## src/rtl/mips_pipe3_fwd.sv

```systemverilog
// mips_pipe3_fwd: 3-stage 16-bit MIPS subset core (IF / ID / EX+WB)
// with EX->ID forwarding, halt freeze and illegal-opcode flagging.
module mips_pipe3_fwd #(
  parameter int DATA_W = 16,
  parameter int PC_W   = 16,
  parameter bit FWD_EN = 1'b1
) (
  input  logic              clock,
  input  logic              reset,
  output logic [PC_W-2:0]   imem_addr,
  input  logic [15:0]       imem_data,
  output logic [PC_W-1:0]   PC,
  output logic [15:0]       IFID_IR,
  output logic [15:0]       IDEX_IR,
  output logic [DATA_W-1:0] WD,
  output logic [1:0]        WR,
  output logic              reg_we,
  output logic              halted,
  output logic              illegal
);

  typedef enum logic [2:0] {
    ALU_ADD,
    ALU_SUB,
    ALU_AND,
    ALU_OR,
    ALU_SLT
  } alu_e;

  logic [DATA_W-1:0] rf [4];

  logic [3:0]        op;
  logic [1:0]        rs;
  logic [1:0]        rt;
  logic [1:0]        rd;
  logic [DATA_W-1:0] sext;
  logic [DATA_W-1:0] rs_val;
  logic [DATA_W-1:0] rt_val;
  logic              fwd_rs;
  logic              fwd_rt;

  alu_e              d_alu;
  logic              d_imm;
  logic [1:0]        d_wr;
  logic              d_we;
  logic              d_ill;
  logic              d_halt;

  alu_e              ex_alu;
  logic [DATA_W-1:0] ex_a;
  logic [DATA_W-1:0] ex_b;
  logic              ex_we;

  assign imem_addr = PC[PC_W-1:1];

  assign op   = IFID_IR[15:12];
  assign rs   = IFID_IR[11:10];
  assign rt   = IFID_IR[9:8];
  assign rd   = IFID_IR[7:6];
  assign sext = {{(DATA_W-8){IFID_IR[7]}}, IFID_IR[7:0]};

  assign reg_we = ex_we && (WR != 2'd0);

  // Only a real write-back may be forwarded; reg_we already excludes r0.
  assign fwd_rs = FWD_EN && reg_we && (WR == rs);
  assign fwd_rt = FWD_EN && reg_we && (WR == rt);

  // Operand read: forwarded EX result, else register file (r0 is zero)
  always_comb begin
    rs_val = '0;
    rt_val = '0;
    if (fwd_rs)
      rs_val = WD;
    else if (rs != 2'd0)
      rs_val = rf[rs];
    if (fwd_rt)
      rt_val = WD;
    else if (rt != 2'd0)
      rt_val = rf[rt];
  end

  // Instruction decode: unknown opcodes become nops flagged illegal
  always_comb begin
    d_alu  = ALU_ADD;
    d_imm  = 1'b0;
    d_wr   = rd;
    d_we   = 1'b0;
    d_ill  = 1'b0;
    d_halt = 1'b0;
    unique case (op)
      4'h0: d_we = 1'b1;
      4'h1: begin
        d_alu = ALU_SUB;
        d_we  = 1'b1;
      end
      4'h2: begin
        d_alu = ALU_AND;
        d_we  = 1'b1;
      end
      4'h3: begin
        d_alu = ALU_OR;
        d_we  = 1'b1;
      end
      4'h4: begin
        d_imm = 1'b1;
        d_wr  = rt;
        d_we  = 1'b1;
      end
      4'h7: begin
        d_alu = ALU_SLT;
        d_we  = 1'b1;
      end
      4'hF: d_halt = 1'b1;
      default: d_ill = 1'b1;
    endcase
  end

  // EX ALU: result is both the write-back and the forwarded value
  always_comb begin
    WD = '0;
    unique case (ex_alu)
      ALU_ADD: WD = ex_a + ex_b;
      ALU_SUB: WD = ex_a - ex_b;
      ALU_AND: WD = ex_a & ex_b;
      ALU_OR:  WD = ex_a | ex_b;
      ALU_SLT: WD = {{(DATA_W-1){1'b0}},
                     ($signed(ex_a) < $signed(ex_b))};
      default: WD = '0;
    endcase
  end

  // Fetch: advance PC, or freeze it and squash the fetch on halt
  always_ff @(posedge clock) begin
    if (reset) begin
      PC      <= '0;
      IFID_IR <= '0;
      halted  <= 1'b0;
    end else if (!halted) begin
      if (d_halt) begin
        IFID_IR <= '0;
        halted  <= 1'b1;
      end else begin
        PC      <= PC + PC_W'(2);
        IFID_IR <= imem_data;
      end
    end
  end

  // ID/EX register: halt and the halted state inject nops
  always_ff @(posedge clock) begin
    if (reset || halted || d_halt) begin
      IDEX_IR <= '0;
      ex_alu  <= ALU_ADD;
      ex_a    <= '0;
      ex_b    <= '0;
      WR      <= '0;
      ex_we   <= 1'b0;
      illegal <= 1'b0;
    end else begin
      IDEX_IR <= IFID_IR;
      ex_alu  <= d_alu;
      ex_a    <= rs_val;
      ex_b    <= d_imm ? sext : rt_val;
      WR      <= d_wr;
      ex_we   <= d_we;
      illegal <= d_ill;
    end
  end

  // Register file write-back; reset discards the in-flight write
  always_ff @(posedge clock) begin
    if (reset) begin
      for (int i = 0; i < 4; i++)
        rf[i] <= '0;
    end else if (reg_we) begin
      rf[WR] <= WD;
    end
  end

endmodule

```

## config.mk

```make
export PLATFORM = sky130hd
export DESIGN_NAME = mips_pipe3_fwd
export DESIGN_NICKNAME = d
export VERILOG_FILES = /design/src/rtl/mips_pipe3_fwd.sv
export SDC_FILE = /design/constraint.sdc
export NUM_CORES = 1
export LEC_CHECK = 0
export BUFFER_PORTS_ARGS = -buffer_cell sky130_fd_sc_hd__buf_2
export CORE_AREA = 8 8 108 184
export DETAILED_ROUTE_END_ITERATION = 16
export DIE_AREA = 0 0 116 192
export PLACE_DENSITY = 0.79
export SLEW_MARGIN = 25
export SYNTH_ARGS = -nofsm -noshare
export SYNTH_HDL_FRONTEND = slang
export SYNTH_SLANG_ARGS = --single-unit
```

## constraint.sdc

```tcl
create_clock -name clock -period 7 [get_ports clock]
set_input_delay 0.7 -clock clock [delete_from_list [all_inputs] [get_ports clock]]
set_output_delay 0.7 -clock clock [all_outputs]
set_load 0.02 [all_outputs]
```

# Yosys cells after proc, flatten, opt, wreduce, memory -nomap -nowiden
# Memories as Yosys holds them, arrays and structs flattened. A register that Yosys moved wholly into a read port is not among the register bits.
# Index checks and enable logic that the tools add are counted.
[op_classes]
add_sub_neg = 3
magnitude_cmp = 1
eq_ne = 12
muxes = 27
bitwise_logic = 4
n_reduce_logical = 14
[ops]
columns = ["operator", "count"]
rows = [
  ["16-bit 2-to-1 mux", 7],
  ["16-bit one-hot mux with 5 select lines", 1],
  ["16-bit adder", 1],
  ["16-bit by 2-bit adder with 16-bit output (second input constant)", 1],
  ["16-bit AND", 1],
  ["16-bit < comparator", 1],
  ["16-bit bitwise OR", 1],
  ["16-bit OR reduction", 1],
  ["16-bit subtractor", 1],
  ["1-bit 2-to-1 mux", 12],
  ["2-bit 2-to-1 mux", 6],
  ["3-bit one-hot mux with 4 select lines", 1],
  ["4-bit by 2-bit equality test with 1-bit output (second input constant)", 2],
  ["4-bit by 3-bit equality test with 1-bit output (second input constant)", 2],
  ["7-bit OR reduction", 1],
  ["3-bit by 2-bit equality test with 1-bit output (second input constant)", 2],
  ["2-bit nonzero test", 3],
  ["6-bit OR reduction", 1],
  ["2-bit equality test", 2],
  ["4-bit by 1-bit equality test with 1-bit output (second input constant)", 1],
  ["4-bit equality test (second input constant)", 1],
  ["4-bit zero test", 1],
  ["3-bit by 1-bit equality test with 1-bit output (second input constant)", 1],
  ["3-bit equality test (second input constant)", 1],
  ["5 further kinds", 9],
]
[word_totals]
ff_bits = 88
mem_bits_rw = 64
input_bits = 18
output_inout_bits = 84
elab_cells = 72
mem_count = 1
[mem_list]
columns = ["memory", "words", "word_bits", "read_ports", "rd_ports_with_merged_regs", "wr", "line_no", "rtl"]
rows = [
  ["rf", 4, 16, 2, 2, 4, "30", "logic [DATA_W-1:0] rf [4];"],
]

# Longest topological paths before layout
# Gate-level depths: netlist of the first run.
[logic_depth]
word_depth = 7
mapped_depth = 12
ltp_nobuf = 12

# Worst setup path after synthesis of the first run
# Ideal clock, no wire load.
[synth_timing]
path_type = "flip-flop to output port"
from = "register ex_a[0]"
to = "output port WD[14]"
t_arrival_ns = 2.780
required_ns = 6.300
setup_slack_ns = 3.520
path_stages_with_launch = 13
n_path_buf = 0
path_cell_list = "dfxtp_1 inv_1 ha_1 inv_1 fa_1 nor2b_1 o21ai_1 a31oi_1 a221o_1 a311o_1 and4_4 nor4_4 inv_1"
[synth_between]
elab_chain_cells = 2
elab_cells_between_ends = 3
cone_classes = "add/sub (2); mux (1)"
[synth_lines]
columns = ["item", "line_no", "rtl"]
rows = [
  ["start, declared", "50", "logic [DATA_W-1:0] ex_a;"],
  ["start signal, assigned", "162", "ex_a <= rs_val;"],
  ["16-bit subtractor / 16-bit adder (equally long branches)", "123, 122", ""],
  ["16-bit one-hot mux with 5 select lines *", "121", "unique case (ex_alu)"],
  ["end, declared", "15", "output logic [DATA_W-1:0] WD,"],
]
# Mark *: on every way between the ends. The rest lies on a longest branch, timed or not.

# Worst setup path in the final report of the first run
[layout_timing]
from = "register ex_a[0]"
to = "output port WD[0]"
[layout_between]
elab_chain_cells = 2
elab_cells_between_ends = 6
cone_classes = "add/sub (2); order compare (1); mux (1); bitwise (2)"
[layout_lines]
columns = ["item", "line_no", "rtl"]
rows = [
  ["16-bit subtractor, or another cell as far along", "123", "ALU_SUB: WD = ex_a - ex_b;"],
  ["16-bit one-hot mux with 5 select lines *", "121", ""],
]
# Marks and branches as above.

==> summary.md, run 1 <==
| Metric | Value |
|---|---|
| Sinks on Clock Net | 155 |
| H-tree depth | 4 |
| Worst Hold Endpoint | IFID_IR[7] |
| Sequential area share after synthesis | 0.441 |
| Measured slew at the worst slew-check pin | 0.947 ns |
| Max Root-Sink Buffers | 2 |
| Crit path time final | 4.45 ns |
| Nets | 990 |
| Nature of the critical path endpoint | output port |
| Clock root buffer | clkbuf_16 |
| Inserted Clock Buffers | 17 |
| Endpoints failing hold | 0 |
| Pleak | 4.02 nW |
| Worst R2R Setup Slack | 3.58 ns |
| Max Cap Violations | 0 |
| Distinct cells, synth | 75 |
| Worst Path Arrival | 3.75 ns |
| Synth top area share | 0.226 |
| Largest net degree at the start of global routing | 46 |
| Die Wd | 116 um |
| Hold Path Class | in2reg |
| Setup Viol. Count Final | 0 |
| Drt initial violations | 489 |
| Setup Crit Path Kind | reg2out |
| Worst-case reg-to-reg path depth | 12 |
| Power Dens Cells | 241 nW/um^2 |
| Mapped Area | 8490 um^2 |
| Place WS | 3.07 ns |
| TritonCTS clock tree | yes |
| Post-synth EDFFs | 64 |
| Reg2Reg Launch Point | ex_a[0] |
| Hpwl dp | 16000 um |
| Bufs and invs on worst path | 4 |
| IO buf count | 100 |
| Tcrit/Tclk final | 0.636 |
| # diodes | 0 |
| Setup TNS | 0 ns |
| Final Util | 0.561 |
| Final clock skew | 0.0149 ns |
| WL final | 21700 um |
| FILL cells | 1486 |
| Hold Path Origin | imem_data[7] |
| RR Endpoint | rf[1][14] |
| Slew headroom | 0.366 |
| Hold buffers post-CTS | 0 |
| Starting Density | 0.491 |
| Worst setup path start | ex_a[0] |
| YS warnings | 0 |
| Fmax achieved | 225 MHz |
| CP dominant cell by count | inv_1 |
| Initial antenna violation count | 0 |
| Async set-or-reset flop fraction in the synthesized netlist | 0 |
| Post-route DRC violation count | 0 |
| Gate Count Post-Synth | 835 |
| FF+latch count, synth | 155 |
| Core area | 17300 um^2 |
| CP Data Required Time | 6.30 ns |
| Resize count post-CTS | 0 |
| CP Launch Type | flip-flop |
| Area contributors post-synth | edfxtp_1, dfxtp_1, mux4_2 |
| Setup WS post-layout | 2.55 ns |
| Total grt overflow | 0 |
| Die Y | 192 um |
| Share of cells above drive strength 1 | 0.215 |
| Crit-path max FO | 5 |
| DIE AREA | 22300 um^2 |
| Setup Buffers After CTS | 0 |
| Hold Path Stages | 2 |
| Unrepaired setup endpoints after global routing | false |
| Fin cells | 1162 |
| Placed cells | 1130 |
| Clk_lat worst skew | 0.43 ns |
| CP top delay family | compound AO/OA/AOI/OAI gates |
| Mean post-synth cell area | 10.2 um^2 |
| Post-DRT Antenna Nets | 0 |
| Synth Flop Type | dfxtp_1 |
| Clk slew on worst S/H paths | 0.07 ns |
| Leading area contributor after synthesis | edfxtp_1 |
| Worst vdd ir | 181 uV |
| Status | finished, final reports clean |
| GP Congestion | 0.868 |
| Row count | 64 |
| Vias/cell | 5.71 |
| CP cell instances | inv_1 -> ha_1 -> inv_1 -> fa_1 -> nor2b_1 -> o21ai_1 -> a31oi_1 -> a221o_1 -> a311o_1 -> a2111oi_4 -> o21bai_2 -> inv_1 -> buf_2 |
| Vias in the first global route | 6704 |
| Gr usage total | 0.198 |
| First-pass GRT wire length | 34100 um |
| Max stage delay on crit path | 0.51 ns |
| Max-slew violation count | 0 |
| Detailed-route via count | 6635 |
| Boundary pin count | 102 |
| Layout area overhead | 14.3% |
| Critical Path Slowest Stage Cell | a2111oi_4 |
| Pre-antenna DRT Iters | 5 |
| DR WL/cell | 18.7 um |
-- Yosys cell counts, types with 4 or more instances --
master	instances
o21ai_1	9
inv_1	60
or3_1	8
nand2_1	56
edfxtp_1	64
buf_4	17
ha_1	52
nand3_1	8
a22oi_1	4
o21ai_0	33
xnor2_1	15
a211oi_1	15
nand4_1	7
a31oi_1	5
buf_1	7
a21o_1	4
nor3_1	9
dfxtp_1	91
o211ai_1	18
clkbuf_1	34
and3_1	8
inv_2	5
xor2_1	11
a21oi_1	41
nand2b_1	4
o21a_1	4
mux4_2	33
nor2b_1	6
nor2_1	103
a22o_1	17
o21bai_1	5
and2_1	17
-- flip-flops by register name, summed over array words and instances (netlist names), named ones only --
register	cells
rf	64
IDEX_IR	16
IFID_IR	16
ex_a	16
ex_b	16
PC	15
ex_alu	3
WR	2
ex_we	1
halted	1
illegal	1
-- logic make-up after synthesis --
family,count (synthesis),share of synthesized area
compound gates,190,0.157
xor+xnor,26,0.0268
fa+ha+maj,54,0.0814
buf+inv,127,0.0641
flops,155,0.441
mux,36,0.0912
other cells,1,0.000442
simple gates,246,0.138
-- worst register-to-register path, delay by kind of cell (launching register included) --
kind,cells,cell delay [ns]
simple gates,4,0.89
buf+inv,2,0.14
compound gates,4,1.24
fa+ha+maj,2,0.55
flops,1,0.32
-- layer usage --
metal / part of all wire / global-route usage / vias up
met5: 0 / 0 / -
met4: 0.041 / 0.118 / 0
met3: 0.034 / 0.0277 / 61
met2: 0.56 / 0.370 / 215
met1: 0.36 / 0.201 / 3244
li1: - / - / 3115
-- per-stage QoR --
stage                     instance area [um^2]  total power [mW]  hold WS (ns)
after floorplan                           8550              1.33         0.538
after global placement                    9120              1.44         0.496
after detailed placement                  9120              1.45         0.497
after CTS                                 9700              2.34         0.483
after global routing                      9700              2.43         0.479
final                                     9700              2.34         0.489
-- placed cells by master (no fill, tap or decap), types with 5 or more instances in the layout --
cell / count
nor2_1: 103
buf_2: 100
dfxtp_1: 91
edfxtp_1: 64
inv_1: 60
nand2_1: 56
ha_1: 52
a21oi_1: 41
mux4_2: 33
o21ai_0: 33
o211ai_1: 18
a22o_1: 17
and2_1: 17
conb_1: 17
clkbuf_16: 17
xnor2_1: 15
a211oi_1: 15
xor2_1: 11
o21ai_1: 9
buf_4: 9
or3_1: 8
nand3_1: 8
and3_1: 8
nor3_1: 8
nand4_1: 7
a31oi_1: 5
inv_2: 5
o21bai_1: 5
-- how the worst max path moves through the flow --
stage | slack [ns] | cells after the start | endpoint
3_3_place_gp | 3.12 | 13 | WD[0]
2_1_floorplan | 3.52 | 12 | WD[14]
6_report | 2.55 | 13 | WD[0]
3_5_place_dp | 3.07 | 13 | WD[0]
4_1_cts | 2.61 | 13 | WD[0]
5_1_grt | 2.42 | 13 | WD[14]
-- power by group --
part / internal (mW) / leakage [nW] / switching [mW]
clock: 0.517 / 0.292 / 0.384
sequential: 0.989 / 1.40 / 0.0406
combinational: 0.156 / 2.33 / 0.255
-- area by class of cell --
type	instances	area, um^2	share of cell area
Multi-Input combinational cell	569	4270	0.440
Sequential cell	155	3740	0.386
Timing Repair Buffer	109	568	0.0586
Clock buffer	19	453	0.0467
Tap cell	231	289	0.0298
Inverter	66	248	0.0255
Clock inverter	13	129	0.0133
No activity file was read; power rests on OpenSTA's default activity.
==> inputs of run 2 (changes only) <==
==> constraint.sdc (replaced) <==
create_clock -name clock -period 4.6 [get_ports clock]
set_input_delay 0.46 -clock clock [delete_from_list [all_inputs] [get_ports clock]]
set_output_delay 0.46 -clock clock [all_outputs]
set_load 0.02 [all_outputs]
==> summary.md, run 2 (synthesized netlist as in run 1, its figures left out) <==
| Metric | Value |
|---|---|
| Worst vdd ir | 257 uV |
| Final Util | 0.563 |
| Max Root-Sink Buffers | 2 |
| Setup Buffers After CTS | 0 |
| DIE AREA | 22300 um^2 |
| Hold Path Class | in2reg |
| Nature of the critical path endpoint | output port |
| Setup TNS | 0 ns |
| Gr usage total | 0.203 |
| Vias/cell | 5.75 |
| Post-DRT Antenna Nets | 0 |
| Pre-antenna DRT Iters | 5 |
| Clk_lat worst skew | 0.43 ns |
| Drt initial violations | 512 |
| Nets | 991 |
| GP Congestion | 0.832 |
| Pleak | 4.03 nW |
| Max-slew violation count | 0 |
| H-tree depth | 4 |
| Most flop-heavy register | rf |
| Status | finished, final reports clean |
| Detailed-route via count | 6686 |
| Core area | 17300 um^2 |
| IO buf count | 100 |
| WL final | 22200 um |
| Hold Slack | 0.248 ns |
| Crit path time final | 4.17 ns |
| FILL cells | 1542 |
| Hpwl dp | 16200 um |
| Resize count post-CTS | 0 |
| Post-placement cell area | 9120 um^2 |
| Final clock skew | 0.00663 ns |
| Hold buffers post-CTS | 0 |
| Setup Crit Path Kind | reg2out |
| Initial antenna violation count | 0 |
| Largest net degree at the start of global routing | 44 |
| Post-route DRC violation count | 0 |
| Sinks on Clock Net | 155 |
| Setup Viol. Count Final | 0 |
| Boundary pin count | 102 |
| Final instance area | 9730 um^2 |
| Pwr Total | 3.61 mW |
| Power Dens Cells | 371 nW/um^2 |
| Measured slew at the worst slew-check pin | 0.932 ns |
| Share of cells above drive strength 1 | 0.216 |
| Worst Path Arrival | 3.71 ns |
| Max Cap Violations | 0 |
| # diodes | 0 |
| TritonCTS clock tree | yes |
| Most common cell after layout, fill and taps aside | nor2_1 |
| Inserted Clock Buffers | 17 |
| First-pass GRT wire length | 34800 um |
| Clk slew on worst S/H paths | 0.07 ns |
| Max FFs per register | 64 |
| CP Launch Type | flip-flop |
| Vias in the first global route | 6876 |
| CP Data Required Time | 4.14 ns |
| Crit-path max FO | 5 |
| Unrepaired setup endpoints after global routing | false |
| Clock root buffer | clkbuf_16 |
| Row count | 64 |
| Slew headroom | 0.378 |
| Endpoints failing hold | 0 |
| Total grt overflow | 0 |
| Starting Density | 0.491 |
| DR WL/cell | 19.1 um |
| Layout area overhead | 14.7% |
| Tcrit/Tclk final | 0.907 |
| Fmax achieved | 240 MHz |
| Die Y | 192 um |
| Most frequent cells in the layout | nor2_1, buf_2, dfxtp_1 |
| Die Wd | 116 um |
## run 2: power breakdown
group | leakage (nW) | internal, mW | switching, mW
sequential | 1.40 | 1.51 | 0.0643
clock | 0.295 | 0.779 | 0.630
combinational | 2.33 | 0.239 | 0.389
total | 4.03 | 2.52 | 1.08
## run 2: area by class of cell
class,instances,area [um^2],area share
inverter,66,248,0.0255
clock inverter,15,181,0.0186
tap,231,289,0.0297
sequential,155,3740,0.385
clock buffer,17,425,0.0437
timing repair buffer,110,576,0.0591
multi-input combinational,569,4270,0.439
## run 2: worst paths after layout
path	from	slack, ns	to	cells after the start
max	ex_a[0]	0.43	WD[0]	13
min	imem_data[13]	0.25	IFID_IR[13]	2
max reg2reg	ex_a[0]	1.21	rf[1][14]	12
min reg2reg	IFID_IR[7]	0.52	WR[1]	2
## run 2: through the flow
| step | setup WS [ns] | cells |
|---|---|---|
| 6_report | 0.430 | 1163 |
| 5_1_grt | 0.234 | 1163 |
| 4_1_cts | 0.397 | 1163 |
| 3_5_place_dp | 0.868 | 1131 |
| 3_3_place_gp | 0.982 | 1131 |
| 2_1_floorplan | 1.36 | 851 |
## run 2: critical path: stages, from the launching register on
cell and delay, ns:
dfxtp_1 0.32, inv_1 0.08, ha_1 0.18, inv_1 0.06, fa_1 0.37, nor2b_1 0.15, o21ai_1 0.21, a31oi_1 0.16
a221o_1 0.40, a311o_1 0.43, a2111oi_4 0.46, o21bai_2 0.17, inv_1 0.11, buf_2 0.17
## run 2: routing by layer
layer | part of all wire | up-vias | wire length [um] | track usage
met5 | 0 | - | 0 | 0
met1 | 0.35 | 3276 | 7740 | 0.201
met3 | 0.038 | 67 | 850 | 0.0346
met4 | 0.041 | 0 | 917 | 0.118
met2 | 0.57 | 222 | 12700 | 0.381
li1 | - | 3121 | - | -
